## src/rtl/xgmii_rx_probe.sv

```systemverilog
// Receive-side probe measurement: parses IPv4/UDP probe frames off the XGMII RX
// stream and produces per-second rate, byte, latency and error statistics.
module xgmii_rx_probe #(
  parameter logic [31:0] MAGIC_CODE = 32'hA5A5A5A5
) (
  input  logic        sys_clk,
  input  logic        sys_rst,
  input  logic        sec_oneshot,
  input  logic [31:0] global_counter,
  input  logic [63:0] xgmii_rxd,
  input  logic [7:0]  xgmii_rxc,
  output logic [31:0] rx_pps,
  output logic [31:0] rx_throughput,
  output logic [23:0] rx_latency,
  output logic [23:0] rx_latency_max,
  output logic [31:0] rx_ipv4_ip,
  output logic [31:0] rx_err_count
);

  localparam logic [1:0]  ST_IDLE     = 2'd0;
  localparam logic [1:0]  ST_RECV     = 2'd1;
  localparam logic [1:0]  ST_DROP     = 2'd2;
  localparam logic [63:0] START_WORD  = 64'hD5555555555555FB;
  localparam logic [10:0] W_MAX       = 11'd2047;
  localparam logic [10:0] W_MIN_VALID = 11'd8;

  logic [1:0]  state_q, state_d;
  logic [10:0] w_q, w_d;
  logic [31:0] arr_stamp_q, arr_stamp_d;
  logic [31:0] ts_q, ts_d;
  logic [31:0] dst_ip_q, dst_ip_d;
  logic        sig_ok_q, sig_ok_d;
  logic [31:0] pps_acc_q, pps_acc_d;
  logic [31:0] byte_acc_q, byte_acc_d;
  logic [31:0] rx_pps_q, rx_pps_d;
  logic [31:0] rx_thr_q, rx_thr_d;
  logic [23:0] lat_q, lat_d;
  logic [23:0] lat_max_q, lat_max_d;
  logic [31:0] ip_q, ip_d;
  logic [31:0] err_q, err_d;

  logic [7:0]  lane [8];
  logic        is_start, all_idle, term_any, term_found, ctrl_bad;
  logic [2:0]  term_lane;
  logic [10:0] cur_w;
  logic        in_recv, frame_end, frame_valid, frame_err;
  logic [31:0] frame_len, lat_diff;
  logic [23:0] lat_new;

  function automatic logic [31:0] sat_add(input logic [31:0] a, input logic [31:0] b);
    logic [32:0] s;
    s = {1'b0, a} + {1'b0, b};
    return s[32] ? 32'hFFFFFFFF : s[31:0];
  endfunction

  // Lane decode: /T/ is the lowest control lane and must read FD; every control
  // lane after it must be idle (07). Anything else in the word is an abort.
  always_comb begin
    // NOTE: every combinational output gets a default first so no latch is inferred.
    term_found = 1'b0;
    term_any   = 1'b0;
    term_lane  = '0;
    ctrl_bad   = 1'b0;
    for (int k = 0; k < 8; k++) begin
      lane[k] = xgmii_rxd[8*k +: 8];
      if (xgmii_rxc[k]) begin
        if (lane[k] == 8'hFD) term_any = 1'b1;
        if (!term_found) begin
          if (lane[k] == 8'hFD) begin
            term_found = 1'b1;
            term_lane  = 3'(k);
          end else begin
            ctrl_bad = 1'b1;
          end
        end else if (lane[k] != 8'h07) begin
          ctrl_bad = 1'b1;
        end
      end
    end
  end

  assign is_start    = (xgmii_rxc == 8'h01) && (xgmii_rxd == START_WORD);
  assign all_idle    = (xgmii_rxc == 8'hFF);
  assign cur_w       = w_q + 11'd1;
  assign in_recv     = (state_q == ST_RECV);
  assign frame_end   = in_recv && !is_start && !ctrl_bad && term_found;
  assign frame_valid = frame_end && (cur_w >= W_MIN_VALID) && sig_ok_q;
  assign frame_err   = in_recv && (is_start || ctrl_bad ||
                                   (term_found && (cur_w < W_MIN_VALID)) ||
                                   (!term_found && (cur_w == W_MAX)));
  // w_q is the index of the previous word, i.e. (w - 1) for the /T/ word.
  assign frame_len   = 32'({w_q, 3'b000}) + 32'(term_lane);
  assign lat_diff    = arr_stamp_q - ts_q;
  assign lat_new     = (lat_diff[31:24] == 8'h00) ? lat_diff[23:0] : 24'hFFFFFF;

  always_comb begin
    state_d     = state_q;
    w_d         = w_q;
    arr_stamp_d = arr_stamp_q;
    ts_d        = ts_q;
    dst_ip_d    = dst_ip_q;
    sig_ok_d    = sig_ok_q;
    if (is_start && state_q != ST_DROP) begin
      state_d     = ST_RECV;
      w_d         = '0;
      arr_stamp_d = global_counter;
      sig_ok_d    = 1'b1;
    end else begin
      case (state_q)
        ST_RECV: begin
          if (ctrl_bad)                state_d = ST_DROP;
          else if (term_found)         state_d = ST_IDLE;
          else if (cur_w == W_MAX)     state_d = ST_DROP;
          else begin
            w_d = cur_w;
            case (cur_w)
              11'd2: sig_ok_d = sig_ok_q && ({lane[4], lane[5]} == 16'h0800) &&
                                (lane[6] == 8'h45);
              11'd3: sig_ok_d = sig_ok_q && (lane[7] == 8'h11);
              11'd4: dst_ip_d[31:16] = {lane[6], lane[7]};
              11'd5: dst_ip_d[15:0]  = {lane[0], lane[1]};
              11'd6: begin
                sig_ok_d    = sig_ok_q &&
                              ({lane[2], lane[3], lane[4], lane[5]} == MAGIC_CODE);
                ts_d[31:16] = {lane[6], lane[7]};
              end
              11'd7: ts_d[15:0] = {lane[0], lane[1]};
              default: ;
            endcase
          end
        end
        ST_DROP: if (term_any || all_idle) state_d = ST_IDLE;
        ST_IDLE: ;
        default: state_d = ST_IDLE;
      endcase
    end
  end

  // A frame finishing in the closing cycle belongs to the new window.
  always_comb begin
    pps_acc_d  = pps_acc_q;
    byte_acc_d = byte_acc_q;
    rx_pps_d   = rx_pps_q;
    rx_thr_d   = rx_thr_q;
    lat_d      = lat_q;
    lat_max_d  = lat_max_q;
    ip_d       = ip_q;
    err_d      = err_q;
    if (sec_oneshot) begin
      rx_pps_d   = pps_acc_q;
      rx_thr_d   = byte_acc_q;
      pps_acc_d  = frame_valid ? 32'd1 : 32'd0;
      byte_acc_d = frame_valid ? frame_len : 32'd0;
    end else if (frame_valid) begin
      pps_acc_d  = sat_add(pps_acc_q, 32'd1);
      byte_acc_d = sat_add(byte_acc_q, frame_len);
    end
    if (frame_valid) begin
      lat_d     = lat_new;
      lat_max_d = (lat_new > lat_max_q) ? lat_new : lat_max_q;
      ip_d      = dst_ip_q;
    end
    if (frame_err) err_d = err_q + 32'd1;
  end

  always_ff @(posedge sys_clk or posedge sys_rst) begin
    if (sys_rst) begin
      state_q     <= ST_IDLE;
      w_q         <= '0;
      arr_stamp_q <= '0;
      ts_q        <= '0;
      dst_ip_q    <= '0;
      sig_ok_q    <= 1'b0;
      pps_acc_q   <= '0;
      byte_acc_q  <= '0;
      rx_pps_q    <= '0;
      rx_thr_q    <= '0;
      lat_q       <= '0;
      lat_max_q   <= '0;
      ip_q        <= '0;
      err_q       <= '0;
    end else begin
      // NOTE: non-blocking assignments so every register samples pre-edge values.
      state_q     <= state_d;
      w_q         <= w_d;
      arr_stamp_q <= arr_stamp_d;
      ts_q        <= ts_d;
      dst_ip_q    <= dst_ip_d;
      sig_ok_q    <= sig_ok_d;
      pps_acc_q   <= pps_acc_d;
      byte_acc_q  <= byte_acc_d;
      rx_pps_q    <= rx_pps_d;
      rx_thr_q    <= rx_thr_d;
      lat_q       <= lat_d;
      lat_max_q   <= lat_max_d;
      ip_q        <= ip_d;
      err_q       <= err_d;
    end
  end

  assign rx_pps         = rx_pps_q;
  assign rx_throughput  = rx_thr_q;
  assign rx_latency     = lat_q;
  assign rx_latency_max = lat_max_q;
  assign rx_ipv4_ip     = ip_q;
  assign rx_err_count   = err_q;

endmodule

```

## config.mk

```make
export PLATFORM = sky130hd
export DESIGN_NAME = xgmii_rx_probe
export DESIGN_NICKNAME = d
export VERILOG_FILES = /design/src/rtl/xgmii_rx_probe.sv
export SDC_FILE = /design/constraint.sdc
export NUM_CORES = 1
export LEC_CHECK = 0
export BUFFER_PORTS_ARGS = -buffer_cell sky130_fd_sc_hd__buf_2
export CORE_AREA = 2 2 199 162
export CTS_CLUSTER_DIAMETER = 100
export CTS_CLUSTER_SIZE = 30
export DETAILED_ROUTE_END_ITERATION = 10
export DIE_AREA = 0 0 201 164
export GPL_ROUTABILITY_DRIVEN = 0
export GPL_TIMING_DRIVEN = 0
export PLACE_DENSITY = 0.86
export SLEW_MARGIN = 20
export SYNTH_ARGS = -nofsm -noshare
export SYNTH_HDL_FRONTEND = slang
export SYNTH_SLANG_ARGS = --single-unit
```

## constraint.sdc

```tcl
create_clock -name sys_clk -period 19.72 [get_ports sys_clk]
set_input_delay 3.944 -clock sys_clk [delete_from_list [all_inputs] [get_ports sys_clk]]
set_output_delay 3.944 -clock sys_clk [all_outputs]
set_load 0.1 [all_outputs]
```

### Word level (Yosys, flattened, before mapping)

Cells that the tools add are included.

| word-level totals | value |
|---|---|
| logic and storage cells | 215 |
| input port bits | 107 |
| output and inout port bits | 176 |
| memories | 0 |
| register bits after elaboration | 350 |
| memory bits (writable) | 0 |
| bits in read-only memories | 0 |
| bits in latches | 0 |

| operators by class | value |
|---|---|
| multiply operators | 0 |
| mux-type cells | 114 |
| magnitude comparators | 3 |
| reductions and logical operators | 34 |
| shifts and indexed selects | 0 |
| add/subtract/negate cells | 6 |
| div/mod/pow operators | 0 |
| bitwise operators | 4 |
| eq/ne operators | 38 |

Operator list:

| operator | count |
|---|---|
| 32-bit two-way mux | 6 |
| 1-bit two-way mux | 76 |
| 8-bit equality test, second input constant | 9 |
| 64-bit equality test, second input constant | 1 |
| 8-bit by 3-bit != test with 1-bit output, second input constant | 7 |
| 11-bit two-way mux | 5 |
| 3-bit two-way mux | 18 |
| 11-bit by 3-bit equality test with 1-bit output, second input constant | 4 |
| 32-bit by 1-bit adder with 33-bit output, second input constant | 1 |
| 32-bit by 15-bit adder with 33-bit output | 1 |
| 32-bit by 1-bit adder with 32-bit output, second input constant | 1 |
| 32-bit equality test, second input constant | 1 |
| 32-bit subtractor | 1 |
| 24-bit greater-than comparator | 1 |
| 24-bit two-way mux | 1 |
| 6-bit AND reduction | 4 |
| 11-bit by 2-bit equality test with 1-bit output, second input constant | 2 |
| 16-bit by 12-bit equality test with 1-bit output, second input constant | 1 |
| 14-bit by 3-bit adder with 15-bit output | 1 |
| 15-bit two-way mux | 1 |
| 1-bit logical AND | 14 |
| 11-bit by 1-bit adder with 11-bit output, second input constant | 1 |
| 11-bit equality test, second input constant | 1 |
| 11-bit by 4-bit >= comparator with 1-bit output, second input constant | 1 |
| 24 further kinds | 40 |

### Longest topological paths before layout

Gate-level depths: netlist (run 1).

| logic depth | value |
|---|---|
| word-level depth | 31 |
| depth in mapped cells | 23 |
| depth with buffers taken out | 22 |

### Worst setup path after synthesis (run 1)

No wires, ideal clock.

| timing | value |
|---|---|
| path kind | input to register |
| from | in xgmii_rxd[5] |
| to | reg byte_acc_q[30] |
| path slack | 12.119 ns |
| library setup time | 0.143 ns |
| arrival time | 7.457 ns |
| required time | 19.577 ns |
| stages on the path | 18 |
| buffers on the path | 2 |
| cells stage by stage | nand4_1 -> or4_4 -> and4_1 -> buf_6 -> o21ai_0 -> o21ai_0 -> ha_1 -> inv_1 -> fa_1 -> nor2b_1 -> o21a_1 -> o21ai_0 -> a2111oi_0 -> o41a_1 -> or2_2 -> buf_1 -> a41oi_1 -> a211oi_1 |

| between the ends | value |
|---|---|
| longest elaborated chain between the ends | 30 |
| elaborated cells on any way between the ends | 82 |
| classes of those cells | add/sub (2); eq/ne (2); mux (69); reduce/logical (9) |

RTL lines:

| item | line | source |
|---|---|---|
| start: declaration | 10 | `input logic [63:0] xgmii_rxd,` |
| branches (longest 30 deep; another with 8-bit equality test) | n/a |  |
| end signal: assignment | 191 | `byte_acc_q <= byte_acc_d;` |
| end: declaration | 34 | `logic [31:0] byte_acc_q, byte_acc_d;` |

Parallel ways; which one is timed is not known. The select of a mux whose other input is x is not followed.
A chain may end at the register's enable or synchronous reset.

### Worst setup path in the final report (run 1)

| timing | value |
|---|---|
| from | in xgmii_rxd[0] |
| to | reg byte_acc_q[2] |

| between the ends | value |
|---|---|
| longest elaborated chain between the ends | 31 |
| elaborated cells on any way between the ends | 83 |
| classes of those cells | add/sub (2); eq/ne (2); mux (70); reduce/logical (9) |

RTL lines:

| item |
|---|
| branches (longest 31 deep; another with 8-bit equality test) |

Parallel ways; which one is timed is not known. The select of a mux whose other input is x is not followed.

==> results of run 1 <==
-- cell usage after synthesis (all sizes together), types with 29 or more instances --
master	n
clkbuf	55
nand2	188
ha	76
nand4	57
xnor2	51
a31oi	29
o21ai	60
inv	83
nor3	42
nor4	30
and3	52
mux2	206
dfrtp	350
nand3	88
a21oi	79
nor2	83
-- worst max-delay path: cells and delay by family --
family	cells	cell delay [ps]
compound gates	9	3130
fa+ha+maj	2	490
buf+inv	3	340
mux	1	210
simple gates	4	1040
-- worst paths after layout --
kind,from,endpoint
max in group asynchronous,sys_rst,arr_stamp_q[20]$_DFFE_PP0P_
min reg2reg,rx_err_count[31]$_DFFE_PP0P_,rx_err_count[31]$_DFFE_PP0P_
max reg2reg,ts_q[0]$_DFFE_PP0P_,rx_latency_max[19]$_DFFE_PP0P_
max,xgmii_rxd[0],byte_acc_q[2]$_DFFE_PP0P_
min in group asynchronous,sys_rst,byte_acc_q[25]$_DFFE_PP0P_
min,rx_err_count[31]$_DFFE_PP0P_,rx_err_count[31]$_DFFE_PP0P_
-- logic make-up after synthesis --
group / after synthesis
adder cells (fa/ha/maj): 78
XOR/XNOR: 67
buffers and inverters: 166
flip-flops: 350
multiplexers: 215
AND/OR/NAND/NOR: 669
AO/OA/AOI/OAI: 322
-- state kept, by name (all words and copies together) (netlist names) --
| register | count |
|---|---|
| rx_err_count | 32 |
| pps_acc_q | 32 |
| rx_latency | 24 |
| rx_throughput | 32 |
| arr_stamp_q | 32 |
| byte_acc_q | 32 |
| dst_ip_q | 32 |
| rx_ipv4_ip | 32 |
| rx_latency_max | 24 |
| ts_q | 32 |
| state_q | 2 |
| rx_pps | 32 |
| w_q | 11 |
| sig_ok_q | 1 |
-- per-layer routing --
metal,global-route usage [%],vias up,wire length (um)
li1,-,7406,-
met1,46.7,8098,23600
met2,50.9,879,24700
met3,6.09,110,4990
met4,10.8,0,1570
met5,0,-,0
-- layout by cell type (no fill, tap or decap), drive strengths merged, types with 6 or more instances in the layout --
cell	count
o21a	12
a211o	7
or2	6
and4	14
o21ai	60
nand4	57
a21oi	79
nor4	30
o21bai	10
o31ai	9
inv	85
xnor2	51
dfrtp	350
nand2b	17
a21o	18
a41oi	9
a31oi	29
and3	52
or4	6
and2	22
diode	10
nand3	88
a2111oi	6
mux2i	9
nor2b	17
xor2	16
nor2	83
nor3	42
a311oi	13
buf	311
nand2	188
mux2	206
ha	76
or3	16
a211oi	26
clkbuf	70
o211ai	10
-- per-stage QoR --
stage,utilization (%),instances,worst slack (ps),total power [mW]
floorplan,-,1867,6070,0.757
global placement,68.5,2568,2650,0.782
detailed placement,68.8,2571,10600,0.785
CTS,70.0,2589,11130,1.15
global route,70.1,2598,10730,1.17
finish,70.1,2599,10930,1.14
-- report_power, final --
group          internal (mW)  total, mW  switching, mW
clock network          0.141      0.367          0.226
registers              0.718      0.718       0.000406
logic                 0.0161     0.0530         0.0369
-- area by class of cell --
| cell class | count | area [sq um] | share of cell area (%) |
|---|---|---|---|
| Multi-Input combinational cell | 1351 | 9830 | 45.3 |
| Buffer | 82 | 378 | 1.74 |
| Tap cell | 420 | 526 | 2.42 |
| Inverter | 84 | 323 | 1.49 |
| Timing Repair Buffer | 284 | 1490 | 6.85 |
| Sequential cell | 350 | 8760 | 40.3 |
| Antenna cell | 10 | 25.0 | 0.115 |
| Clock buffer | 15 | 375 | 1.73 |
| Clock inverter | 3 | 22.5 | 0.104 |
==> results_dict.tcl, run 1 <==
set metrics [dict create \
    cts_tree "done" \
    fin_nets 2353 \
    drv_slew 0 \
    syn_to_final_growth_pct 12.7 \
    grt_max_degree 103 \
    cap_violations 0 \
    crit_path_cell_trace "buf_2, nand4_1, or4_4, and4_1, buf_6, o21ai_0, o21ai_0, ha_1, inv_1, fa_1, nor2b_1, o21a_1, o21ai_0, a2111oi_0, o41a_1, o21ai_1, o21ai_0, mux2i_1, o21ai_0" \
    clock_sinks 350 \
    setup_viol 0 \
    dieArea_sq_um 33000 \
    routedWlPerCell_um 21.1 \
    synth_area_leaders "dfrtp_1, mux2_2, ha_1" \
    path_clk_slew_ps 110 \
    crit_required_ps 20080 \
    ys_ff_latch 350 \
    synth_top_family_by_area "simple AND/OR/NAND/NOR gates" \
    place_area_sq_um 21300 \
    coreArea_sq_um 31000 \
    drtIter0Drc 1734 \
    die-height_um 164 \
    route.vias.total 16500 \
    hold_viol 0 \
    cpMaxStageDelayCell "o21ai_1" \
    grt_overflow_total 0 \
    cp_common_cell "o21ai_0" \
    max_stage_delay_ps 860 \
    die_width_um 201 \
    crit_type "input pin to flop" \
    ys_seq_area_share_pct 45.4 \
    grtUsageTotal_pct 32.7 \
    rows 58 \
    hold_class "flop to flop" \
    synth_compound_area_share_pct 11.1 \
    io-pin-count 283 \
    startpoint_type "input pin" \
    irDropWorstVdd_uv 53.4 \
    drive_gt1_share_pct 24.4 \
    synth_area_leader_cell "dfrtp_1" \
    insertion_delay_ps 530 \
    holdWs_ps 475 \
    whs_path_depth 1 \
    viasPerCell 6.35 \
    crit_path_max_fanout 10 \
    r2r_slack_ps 12810 \
    async_flop_share_pct 100 \
    rsz0062_at_grt "false" \
    drc 0 \
    hpwl_mm 41.9 \
    grt_pass1_vias 16000 \
    synth_cell_types 78 \
    p_leak_nw 11.2 \
    drtAntennaViolNets 0 \
    cts_buffers 15 \
    io_buffers 281 \
    slew_headroom_pct 27.7 \
    status "complete, no violations" \
    synth_edf_count 0 \
    crit_arrival_ps 9150 \
    max_freq_mhz 114 \
    clock-skew-final_ps 30.7 \
    end_kind "flop" \
    totalNegativeSetupSlack_ps 0 \
    worstMarginPinSlew_ps 1080 \
    period_share_pct 44.6 \
    synthSimpleGateAreaFrac_pct 18.3 \
    syn_area_sq_um 19300 \
    rr_worst_depth 22 \
    hold_buffers 0 \
    grt_pass1_wl_mm 86.1 \
    synthFlopType "dfrtp_1" \
    synth_top_cell_area_share_pct 45.4 \
    firstDrtPassIters 5 \
    synth-xor-area-share_pct 3.14 \
    power_density_nw_per_um2 52.4 \
    synth_fp_nets 2052 \
    postCtsSetupRepairBufs 0 \
    synthCells 1867 \
    cts.path.max_buffers 3 \
    synth_fa_ha_area_share_pct 5.14 \
    wl_mm 54.9 \
    synth.mux.area_fraction_pct 13.3 \
    start_util_pct 62.2 \
    final_cell_area_sq_um 21700 \
    syn_area_per_cell_sq_um 10.3 \
    fin_crit_ps 8790 \
    cts_root_buf "clkbuf_16" \
    cts_resized 0 \
    synth_warnings 0 \
    h-tree-depth 1 \
    nFillCells 2341 \
    antenna_found_initial 10 \
]
No activity file was read; power rests on OpenSTA's default activity.
==> inputs of run 2 (changes only) <==
CORE_AREA = 2 2 207 169   (was 2 2 199 162)
DIE_AREA = 0 0 209 171   (was 0 0 201 164)
PLACE_DENSITY = 0.8   (was 0.86)
clock period = 8.51 ns   (was 19.72 ns; I/O delays follow)
==> results_dict.tcl, run 2 (synthesized netlist as in run 1, its figures left out) <==
set metrics [dict create \
    insertion_delay_ps 540 \
    hold_buffers 0 \
    cts_tree "done" \
    max_stage_delay_ps 780 \
    total_power_mw 2.69 \
    startpoint_type "flop" \
    grt_pass1_wl_mm 86.9 \
    coreArea_sq_um 34000 \
    io-pin-count 283 \
    path_clk_slew_ps 120 \
    clock-skew-final_ps 26.9 \
    irDropWorstVdd_uv 109 \
    hpwl_mm 42.7 \
    worstMarginPinSlew_ps 1100 \
    die_width_um 209 \
    crit_path_start "arr_stamp_q[0]$_DFFE_PP0P_" \
    drive_gt1_share_pct 24.7 \
    multi_input_area_sq_um 9840 \
    viasPerCell 6.24 \
    cap_violations 0 \
    status "complete, no violations" \
    r2r-end "rx_latency_max[6]$_DFFE_PP0P_" \
    hold_path_end "rx_ipv4_ip[29]$_DFFE_PP0P_" \
    rows 61 \
    fin_crit_ps 7000 \
    period_share_pct 82.3 \
    h-tree-depth 1 \
    cts_resized 0 \
    cts_root_buf "clkbuf_16" \
    rr_worst_depth 22 \
    slew_headroom_pct 26.4 \
    crit_required_ps 8940 \
    routedWlPerCell_um 21.1 \
    wl_met2_mm 24.3 \
    r2r-start "arr_stamp_q[0]$_DFFE_PP0P_" \
    drc 0 \
    postCtsSetupRepairBufs 0 \
    power_density_nw_per_um2 123 \
    top_layer_used "met5" \
    cts_buffers 15 \
    mostFrequentLayoutCell "dfrtp_1" \
    route.vias.total 16400 \
    whs_path_depth 2 \
    crit_type "flop to flop" \
    nFillCells 2712 \
    io_buffers 281 \
    die-height_um 171 \
    final_cell_mix "dfrtp_1, buf_2, nand2_1" \
    end_kind "flop" \
    critical_path_buf_inv_count 4 \
    r2r_slack_ps 1510 \
    totalNegativeSetupSlack_ps 0 \
    grt_overflow_total 0 \
    drtAntennaViolNets 0 \
    start_util_pct 56.8 \
    wl_mm 55.3 \
    rsz0062_at_grt "false" \
    hold_viol 0 \
    holdWs_ps 476 \
    cts.path.max_buffers 3 \
    clock_sinks 350 \
    cp_top_family "compound AO/OA/AOI/OAI gates" \
    syn_to_final_growth_pct 13.8 \
    min_from "dst_ip_q[29]$_DFFE_PP0P_" \
    firstDrtPassIters 6 \
    grt_max_degree 36 \
    cpMaxStageDelayCell "a2111oi_2" \
    setup_viol 0 \
    drtIter0Drc 1750 \
    max_freq_mhz 143 \
    fin_nets 2362 \
    hold_class "flop to flop" \
    grt_pass1_vias 15700 \
    seq_area_sq_um 8760 \
    grtUsageTotal_pct 30.7 \
    crit_path_cell_trace "inv_1, ha_1, fa_1, nand2b_1, a211oi_1, o211ai_1, a2111oi_2, a31o_2, mux2i_1, o2111a_1, buf_2, nand3_1, ha_1, nand2_1, or3_1, nor3_1, o21ai_0, or4b_2, and3_1, buf_2, buf_4, mux2_2" \
    dieArea_sq_um 35700 \
    antenna_found_initial 9 \
    drv_slew 0 \
    crit_path_max_fanout 10 \
    p_leak_nw 11.2 \
    wl_met3_mm 5.25 \
    crit_arrival_ps 7430 \
    drt-met1-wl_mm 24.1 \
]
## run 2: layout make-up
cell class | count | area share (%)
Clock buffer | 16 | 1.73
Sequential cell | 350 | 39.9
Tap cell | 441 | 2.51
Multi-Input combinational cell | 1351 | 44.8
Inverter | 84 | 1.45
Antenna cell | 7 | 0.0798
Timing Repair Buffer | 293 | 7.57
Clock inverter | 3 | 0.211
Buffer | 82 | 1.72
## run 2: routing by layer
metal,vias to the layer above,global-route usage (%)
met3,111,6.33
met5,-,1.24
li1,7409,-
met4,6,8.98
met1,8025,44.3
met2,832,46.8
## run 2: worst max path at each step
stage	endpoint	slack, ps	depth (start not counted)
finish	rx_latency_max[6]$_DFFE_PP0P_	1510	22
global route	rx_latency_max[4]$_DFFE_PP0P_	1180	22
CTS	rx_latency_max[6]$_DFFE_PP0P_	1490	22
detailed placement	rx_latency_max[6]$_DFFE_PP0P_	1530	21
global placement	rx_err_count[31]$_DFFE_PP0P_	210	2
floorplan	arr_stamp_q[0]$_DFFE_PP0P_	2120	1
## run 2: through the flow
stage | cells | setup slack (ps) | utilization [%] | cell area (sq um)
detailed placement | 2601 | 1530 | 63.3 | 21500
CTS | 2620 | 1490 | 64.6 | 21900
finish | 2627 | 1510 | 64.6 | 21900
global placement | 2589 | 206 | 62.6 | 21200
global route | 2627 | 1180 | 64.6 | 21900
floorplan | 1867 | 2120 | - | 19300
## run 2: power breakdown
group          internal (mW)  total [mW]  switching, mW
logic                 0.0452       0.135         0.0896
clock network          0.359       0.890          0.531
registers               1.66        1.66       0.000863
total                   2.07        2.69          0.622
## run 2: worst reg2reg max path: stages (launching register included)
cell       delay (ps)
dfrtp_1           360
inv_1              50
ha_1              220
fa_1              440
nand2b_1          180
a211oi_1          430
o211ai_1          310
a2111oi_2         780
a31o_2            260
mux2i_1           270
o2111a_1          460
buf_2             300
nand3_1           200
ha_1              380
nand2_1            70
or3_1             420
nor3_1            330
o21ai_0           230
or4b_2            280
and3_1            140
buf_2             200
buf_4             230
mux2_2            350
